===== src/rtl/multi_ch_pattern_engine.sv =====
// Multi-channel serial pattern engine: shadow config per channel, and a commit
// that starts every armed channel on the same edge, each with FAST/SLOW bit periods.
module multi_ch_pattern_engine #(
    parameter int DATA_BIT = 32,
    parameter int CH_NUM   = 16,
    parameter int CH_BIT   = 4,
    parameter int FAST_DIV = 4,
    parameter int SLOW_DIV = 16,
    parameter int DIV_BIT  = 8
) (
    input  logic                clk,
    input  logic                rst_n,
    input  logic                i_cfg_valid,
    output logic                o_cfg_ready,
    input  logic [CH_BIT-1:0]   i_cfg_sel,
    input  logic [DATA_BIT-1:0] i_cfg_output,
    input  logic [DATA_BIT-1:0] i_cfg_freq,
    input  logic                i_cfg_mode,
    input  logic                i_cfg_arm,
    input  logic                i_commit,
    input  logic [CH_NUM-1:0]   i_stop,
    output logic [CH_NUM-1:0]   o_serial_out,
    output logic [CH_NUM-1:0]   o_busy,
    output logic [CH_NUM-1:0]   o_done_tick
);

    localparam int IDX_W = (DATA_BIT > 1) ? $clog2(DATA_BIT) : 1;
    localparam logic [IDX_W-1:0]   LAST_IDX = IDX_W'(DATA_BIT - 1);
    localparam logic [DIV_BIT-1:0] FAST_LD  = DIV_BIT'(FAST_DIV - 1);
    localparam logic [DIV_BIT-1:0] SLOW_LD  = DIV_BIT'(SLOW_DIV - 1);

    typedef enum logic {S_IDLE, S_COMMIT} ctrl_state_e;
    typedef enum logic {CH_IDLE, CH_RUN} ch_state_e;

    ctrl_state_e state_q, state_d;
    logic        cfg_accept;
    logic        commit_fire;

    // Period counter counts down to zero, so it is loaded with (period - 1).
    function automatic logic [DIV_BIT-1:0] period_ld(input logic fast);
        return fast ? FAST_LD : SLOW_LD;
    endfunction

    always_comb begin
        state_d     = state_q;
        o_cfg_ready = 1'b0;
        case (state_q)
            S_IDLE: begin
                o_cfg_ready = 1'b1;
                if (i_commit) begin
                    state_d = S_COMMIT;
                end
            end
            S_COMMIT: begin
                state_d = S_IDLE;
            end
            default: state_d = S_IDLE;
        endcase
    end

    always_ff @(posedge clk or negedge rst_n) begin
        if (!rst_n) begin
            state_q <= S_IDLE;
        end else begin
            state_q <= state_d;
        end
    end

    assign cfg_accept  = i_cfg_valid & o_cfg_ready;
    assign commit_fire = (state_q == S_COMMIT);

    generate
        for (genvar gi = 0; gi < CH_NUM; gi++) begin : g_ch
            logic [DATA_BIT-1:0] sh_out_q, sh_freq_q;
            logic                sh_mode_q, arm_q;
            logic                sel_hit;

            // Selects at or above CH_NUM match no channel and are dropped.
            assign sel_hit = cfg_accept && (i_cfg_sel == CH_BIT'(gi));

            always_ff @(posedge clk or negedge rst_n) begin
                if (!rst_n) begin
                    sh_out_q  <= '0;
                    sh_freq_q <= '0;
                    sh_mode_q <= 1'b0;
                    arm_q     <= 1'b0;
                end else if (sel_hit) begin
                    sh_out_q  <= i_cfg_output;
                    sh_freq_q <= i_cfg_freq;
                    sh_mode_q <= i_cfg_mode;
                    arm_q     <= i_cfg_arm;
                end else if (commit_fire) begin
                    arm_q <= 1'b0;
                end
            end

            ch_state_e           ch_state_q, ch_state_d;
            logic [DATA_BIT-1:0] act_out_q, act_out_d;
            logic [DATA_BIT-1:0] act_freq_q, act_freq_d;
            logic                act_mode_q, act_mode_d;
            logic [IDX_W-1:0]    idx_q, idx_d, nxt_idx;
            logic [DIV_BIT-1:0]  cnt_q, cnt_d;
            logic                ser_q, ser_d;
            logic                done_q, done_d;

            assign nxt_idx = idx_q + 1'b1;

            always_comb begin
                ch_state_d = ch_state_q;
                act_out_d  = act_out_q;
                act_freq_d = act_freq_q;
                act_mode_d = act_mode_q;
                idx_d      = idx_q;
                cnt_d      = cnt_q;
                ser_d      = ser_q;
                done_d     = 1'b0;
                // Stop outranks both a commit restart and a frame end.
                if (i_stop[gi]) begin
                    ch_state_d = CH_IDLE;
                    ser_d      = 1'b0;
                end else if (commit_fire && arm_q) begin
                    ch_state_d = CH_RUN;
                    act_out_d  = sh_out_q;
                    act_freq_d = sh_freq_q;
                    act_mode_d = sh_mode_q;
                    idx_d      = '0;
                    cnt_d      = period_ld(sh_freq_q[0]);
                    ser_d      = sh_out_q[0];
                end else if (ch_state_q == CH_RUN) begin
                    if (cnt_q != '0) begin
                        cnt_d = cnt_q - 1'b1;
                    end else if (idx_q == LAST_IDX) begin
                        done_d = 1'b1;
                        if (act_mode_q) begin
                            idx_d = '0;
                            cnt_d = period_ld(act_freq_q[0]);
                            ser_d = act_out_q[0];
                        end else begin
                            ch_state_d = CH_IDLE;
                            ser_d      = 1'b0;
                        end
                    end else begin
                        idx_d = nxt_idx;
                        cnt_d = period_ld(act_freq_q[nxt_idx]);
                        ser_d = act_out_q[nxt_idx];
                    end
                end
            end

            always_ff @(posedge clk or negedge rst_n) begin
                if (!rst_n) begin
                    ch_state_q <= CH_IDLE;
                    act_out_q  <= '0;
                    act_freq_q <= '0;
                    act_mode_q <= 1'b0;
                    idx_q      <= '0;
                    cnt_q      <= '0;
                    ser_q      <= 1'b0;
                    done_q     <= 1'b0;
                end else begin
                    ch_state_q <= ch_state_d;
                    act_out_q  <= act_out_d;
                    act_freq_q <= act_freq_d;
                    act_mode_q <= act_mode_d;
                    idx_q      <= idx_d;
                    cnt_q      <= cnt_d;
                    ser_q      <= ser_d;
                    done_q     <= done_d;
                end
            end

            assign o_serial_out[gi] = ser_q;
            assign o_busy[gi]       = (ch_state_q == CH_RUN);
            assign o_done_tick[gi]  = done_q;
        end
    endgenerate

endmodule


===== config.mk =====
export PLATFORM = sky130hd
export DESIGN_NAME = multi_ch_pattern_engine
export DESIGN_NICKNAME = d
export VERILOG_FILES = /design/src/rtl/multi_ch_pattern_engine.sv
export SDC_FILE = /design/constraint.sdc
export NUM_CORES = 2
export LEC_CHECK = 0
export BUFFER_PORTS_ARGS = -buffer_cell sky130_fd_sc_hd__buf_2
export CAP_MARGIN = 10
export CORE_MARGIN = 2
export CORE_UTILIZATION = 26
export DETAILED_ROUTE_END_ITERATION = 16
export PLACE_DENSITY_LB_ADDON = 0.3
export SYNTH_ARGS = -nofsm -noshare
export SYNTH_HDL_FRONTEND = slang
export SYNTH_SLANG_ARGS = --single-unit

===== constraint.sdc =====
create_clock -name clk -period 2.65 [get_ports clk]
set_input_delay 0.53 -clock clk [delete_from_list [all_inputs] [get_ports clk]]
set_output_delay 0.53 -clock clk [all_outputs]
set_load 0.03 [all_outputs]

==> results.json <==
{
  "status": "complete, no violations",
  "worstPathRequired_ns": 3.37,
  "antenna_found_initial": 80,
  "ff_latch_area_um2": 58900,
  "netlist_instances": 6776,
  "fp.dieW_um": 627,
  "irDropWorstVdd_mv": 0.526,
  "ys_seq_area_frac": 0.584,
  "finalHoldViolCount": 0,
  "start_kind": "register",
  "clk_latency_ns": 0.84,
  "ys_dominant_reg_cell": "dfrtp_1",
  "yosys.cell_count.top_type": "dfrtp_1",
  "wl_per_cell_um": 23.5,
  "final_antenna_net_count": 0,
  "viasPerCell": 4.68,
  "syn2layout_area_growth_pct": 19.1,
  "multi_input_area_um2": 39600,
  "place_congestion": 0.793,
  "finalSetupViolations": 0,
  "finalCriticalPeriod_ns": 2.58,
  "setup.worst_path.end_class": "register",
  "clk_path_buf_depth": 4,
  "fill_cells": 37900,
  "io_buffers": 138,
  "grt.overflow.total": 0,
  "slew_viol_final": 0,
  "maxCapViolCount": 0,
  "clk_pin_slew_ns": 0.06,
  "fin_setup_tns_ns": 0,
  "synth_common_cells": "dfrtp_1, mux2_2, mux4_2",
  "path_max_fanout": 7,
  "coreArea_um2": 386000,
  "clock.fmax_ghz": 0.388,
  "cellLeakagePower_nw": 55.4,
  "pin_count": 139,
  "synth_fp_nets": 6930,
  "clock-sinks": 2353,
  "wirelength_um": 295000,
  "critPathArrivalTime_ns": 3.30,
  "fp-row-count": 228,
  "timing.hold.ws_ns": 0.0710,
  "cts_tree": "built",
  "synth_top_area_cell": "dfrtp_1",
  "synthArstFlopShare": 1.00,
  "drtPass1Iterations": 5,
  "cts-root-buf": "clkbuf_16",
  "instances_no_fill": 12600,
  "start_util": 0.261,
  "critPathKind": "reg -> reg",
  "netlist_area_um2": 101000,
  "fin_skew_ns": 0.0396,
  "worst_slew_pin_slew_ns": 0.834,
  "cts_made_buffers": 273,
  "synth.area.top_cells": "dfrtp_1, mux2_2, mux4_2, clkbuf_1, nor2_1",
  "synth_edf_count": 0,
  "chipHeight_um": 627,
  "drtIter0Drc": 4092,
  "ys_types": 84,
  "grt_util_all_layers": 0.149,
  "syn_avg_cell_area_um2": 14.9,
  "relSlewSlack": 0.444,
  "yosysTopAreaCellShare": 0.584,
  "min_path_type": "in -> reg",
  "post-route-drc-count": 0,
  "grt_pass1_wl_um": 435000,
  "ys_ff_latch": 2353,
  "layout.nets": 7279,
  "hpwl_um": 188000,
  "dp_cells": 12000,
  "power_density_nw_per_um2": 814,
  "yosys_warnings": 0,
  "die_area_um2": 393000,
  "finalPower_mw": 97.7,
  "htreeDepth": 5,
  "finalCritPeriodShare": 0.973,
  "layout-drive-gt1-share": 0.464,
  "grt_max_degree": 122,
  "vias": 58700,
  "grt_pass1_vias": 61600
}
==> report_power, final <==
part           internal [mW]  leakage (nW)  switching, mW
Combinational           7.12          19.8           6.56
Sequential              41.7          30.9           3.17
Clock                   24.0          4.61           15.2
Total                   72.8          55.4           24.9
==> critical path, cell delays in order, from the launching register on <==
cell       delay, ns
dfrtp_1         0.41
ha_1            0.26
and3_1          0.20
ha_1            0.19
nor2b_1         0.14
a311o_1         0.42
clkinv_1        0.15
o21ai_0         0.11
a2111oi_1       0.46
a21oi_1         0.12
==> final cells by class <==
| class | instances | share of cell area |
|---|---|---|
| sequential | 2353 | 0.490 |
| timing repair buffer | 524 | 0.0443 |
| clock inverter | 95 | 0.0108 |
| inverter | 95 | 0.00297 |
| clock buffer | 385 | 0.0669 |
| antenna | 45 | 0.000938 |
| tap | 5175 | 0.0539 |
| multi-input combinational | 3878 | 0.330 |
==> registers in the layout, indices dropped and copies added (netlist names), 16 cells and up <==
signal and cells:
g_ch.act_freq_q 512, g_ch.act_mode_q 16, g_ch.act_out_q 512, g_ch.arm_q 16
g_ch.ch_state_q 16, g_ch.cnt_q 128, g_ch.done_q 16, g_ch.idx_q 80
g_ch.ser_q 16, g_ch.sh_freq_q 512, g_ch.sh_mode_q 16, g_ch.sh_out_q 512
==> worst paths after layout <==
kind / from / to / slack (ns) / cells after the start
worst min-delay path: i_stop[2] / g_ch[2].done_q / 0.07 / 3
worst max-delay path: g_ch[14].idx_q[0] / g_ch[14].cnt_q[3] / 0.07 / 9
max in group asynchronous: rst_n / g_ch[8].idx_q[4] / 1.20 / 3
worst min register to register: g_ch[1].idx_q[4] / g_ch[1].idx_q[4] / 0.48 / 2
worst max register to register: g_ch[14].idx_q[0] / g_ch[14].cnt_q[3] / 0.07 / 9
min in group asynchronous: rst_n / g_ch[15].act_out_q[6] / 0.22 / 2
==> layout by cell type, fill, tap and decap left out, types with 16 or more instances in the layout <==
cell type / count
dfrtp_1: 2352
mux2_2: 2093
clkbuf_16: 285
mux4_2: 278
buf_4: 246
nor2_1: 218
nand2_1: 161
o21ai_0: 133
buf_12: 133
buf_2: 129
nand3_1: 112
inv_1: 89
mux2i_1: 79
xor2_1: 68
a21oi_1: 64
ha_1: 61
nor3_1: 60
clkbuf_8: 52
clkbuf_1: 48
clkinv_2: 47
diode_2: 45
a31oi_1: 43
and3_1: 36
nand2b_1: 35
bufinv_16: 30
nor4_1: 28
nor3b_1: 28
nor2b_1: 28
xnor2_1: 27
or3_1: 21
a211oi_1: 20
o22ai_1: 17
dlygate4sd3_1: 16
==> logic make-up after synthesis <==
group | count (synthesis) | share of synthesized area
buffers and inverters | 545 | 0.0243
and+or+nand+nor | 870 | 0.0453
adders and majority gates | 64 | 0.00794
AOI/OAI and AO/OA | 392 | 0.0249
xor gates and xnor gates | 98 | 0.00885
DFF | 2353 | 0.584
muxes | 2454 | 0.305
==> layer usage <==
| metal | share of wire | track usage | wire, um | vias to the layer above |
|---|---|---|---|---|
| li1 | - | - | - | 25400 |
| met1 | 0.42 | 0.192 | 123000 | 31700 |
| met2 | 0.51 | 0.264 | 152000 | 1258 |
| met3 | 0.046 | 0.0165 | 13600 | 383 |
| met4 | 0.024 | 0.0428 | 7120 | 0 |
| met5 | 0 | 0 | 0 | - |
==> through the flow <==
| stage | util | setup WS (ns) | cell area (um^2) |
|---|---|---|---|
| after floorplan | - | 0.0492 | 101000 |
| after detailed placement | 0.286 | 0.0781 | 110000 |
| after global routing | 0.311 | -0.0121 | 120000 |
| after CTS | 0.311 | 0.0556 | 120000 |
| after global placement | 0.286 | 0.0368 | 110000 |
| final | 0.311 | 0.0707 | 120000 |
==> repair_timing <==
action	4_1_cts	5_1_grt
gates resized for setup	4	7
pin swaps	0	0
cloned	0	0
endpoints found under the setup margin	1	9
hold endpoints to repair	98	0
hold buffers	16	0
buffers inserted	1	0
Note: power is estimated with default switching activity, not from simulation.
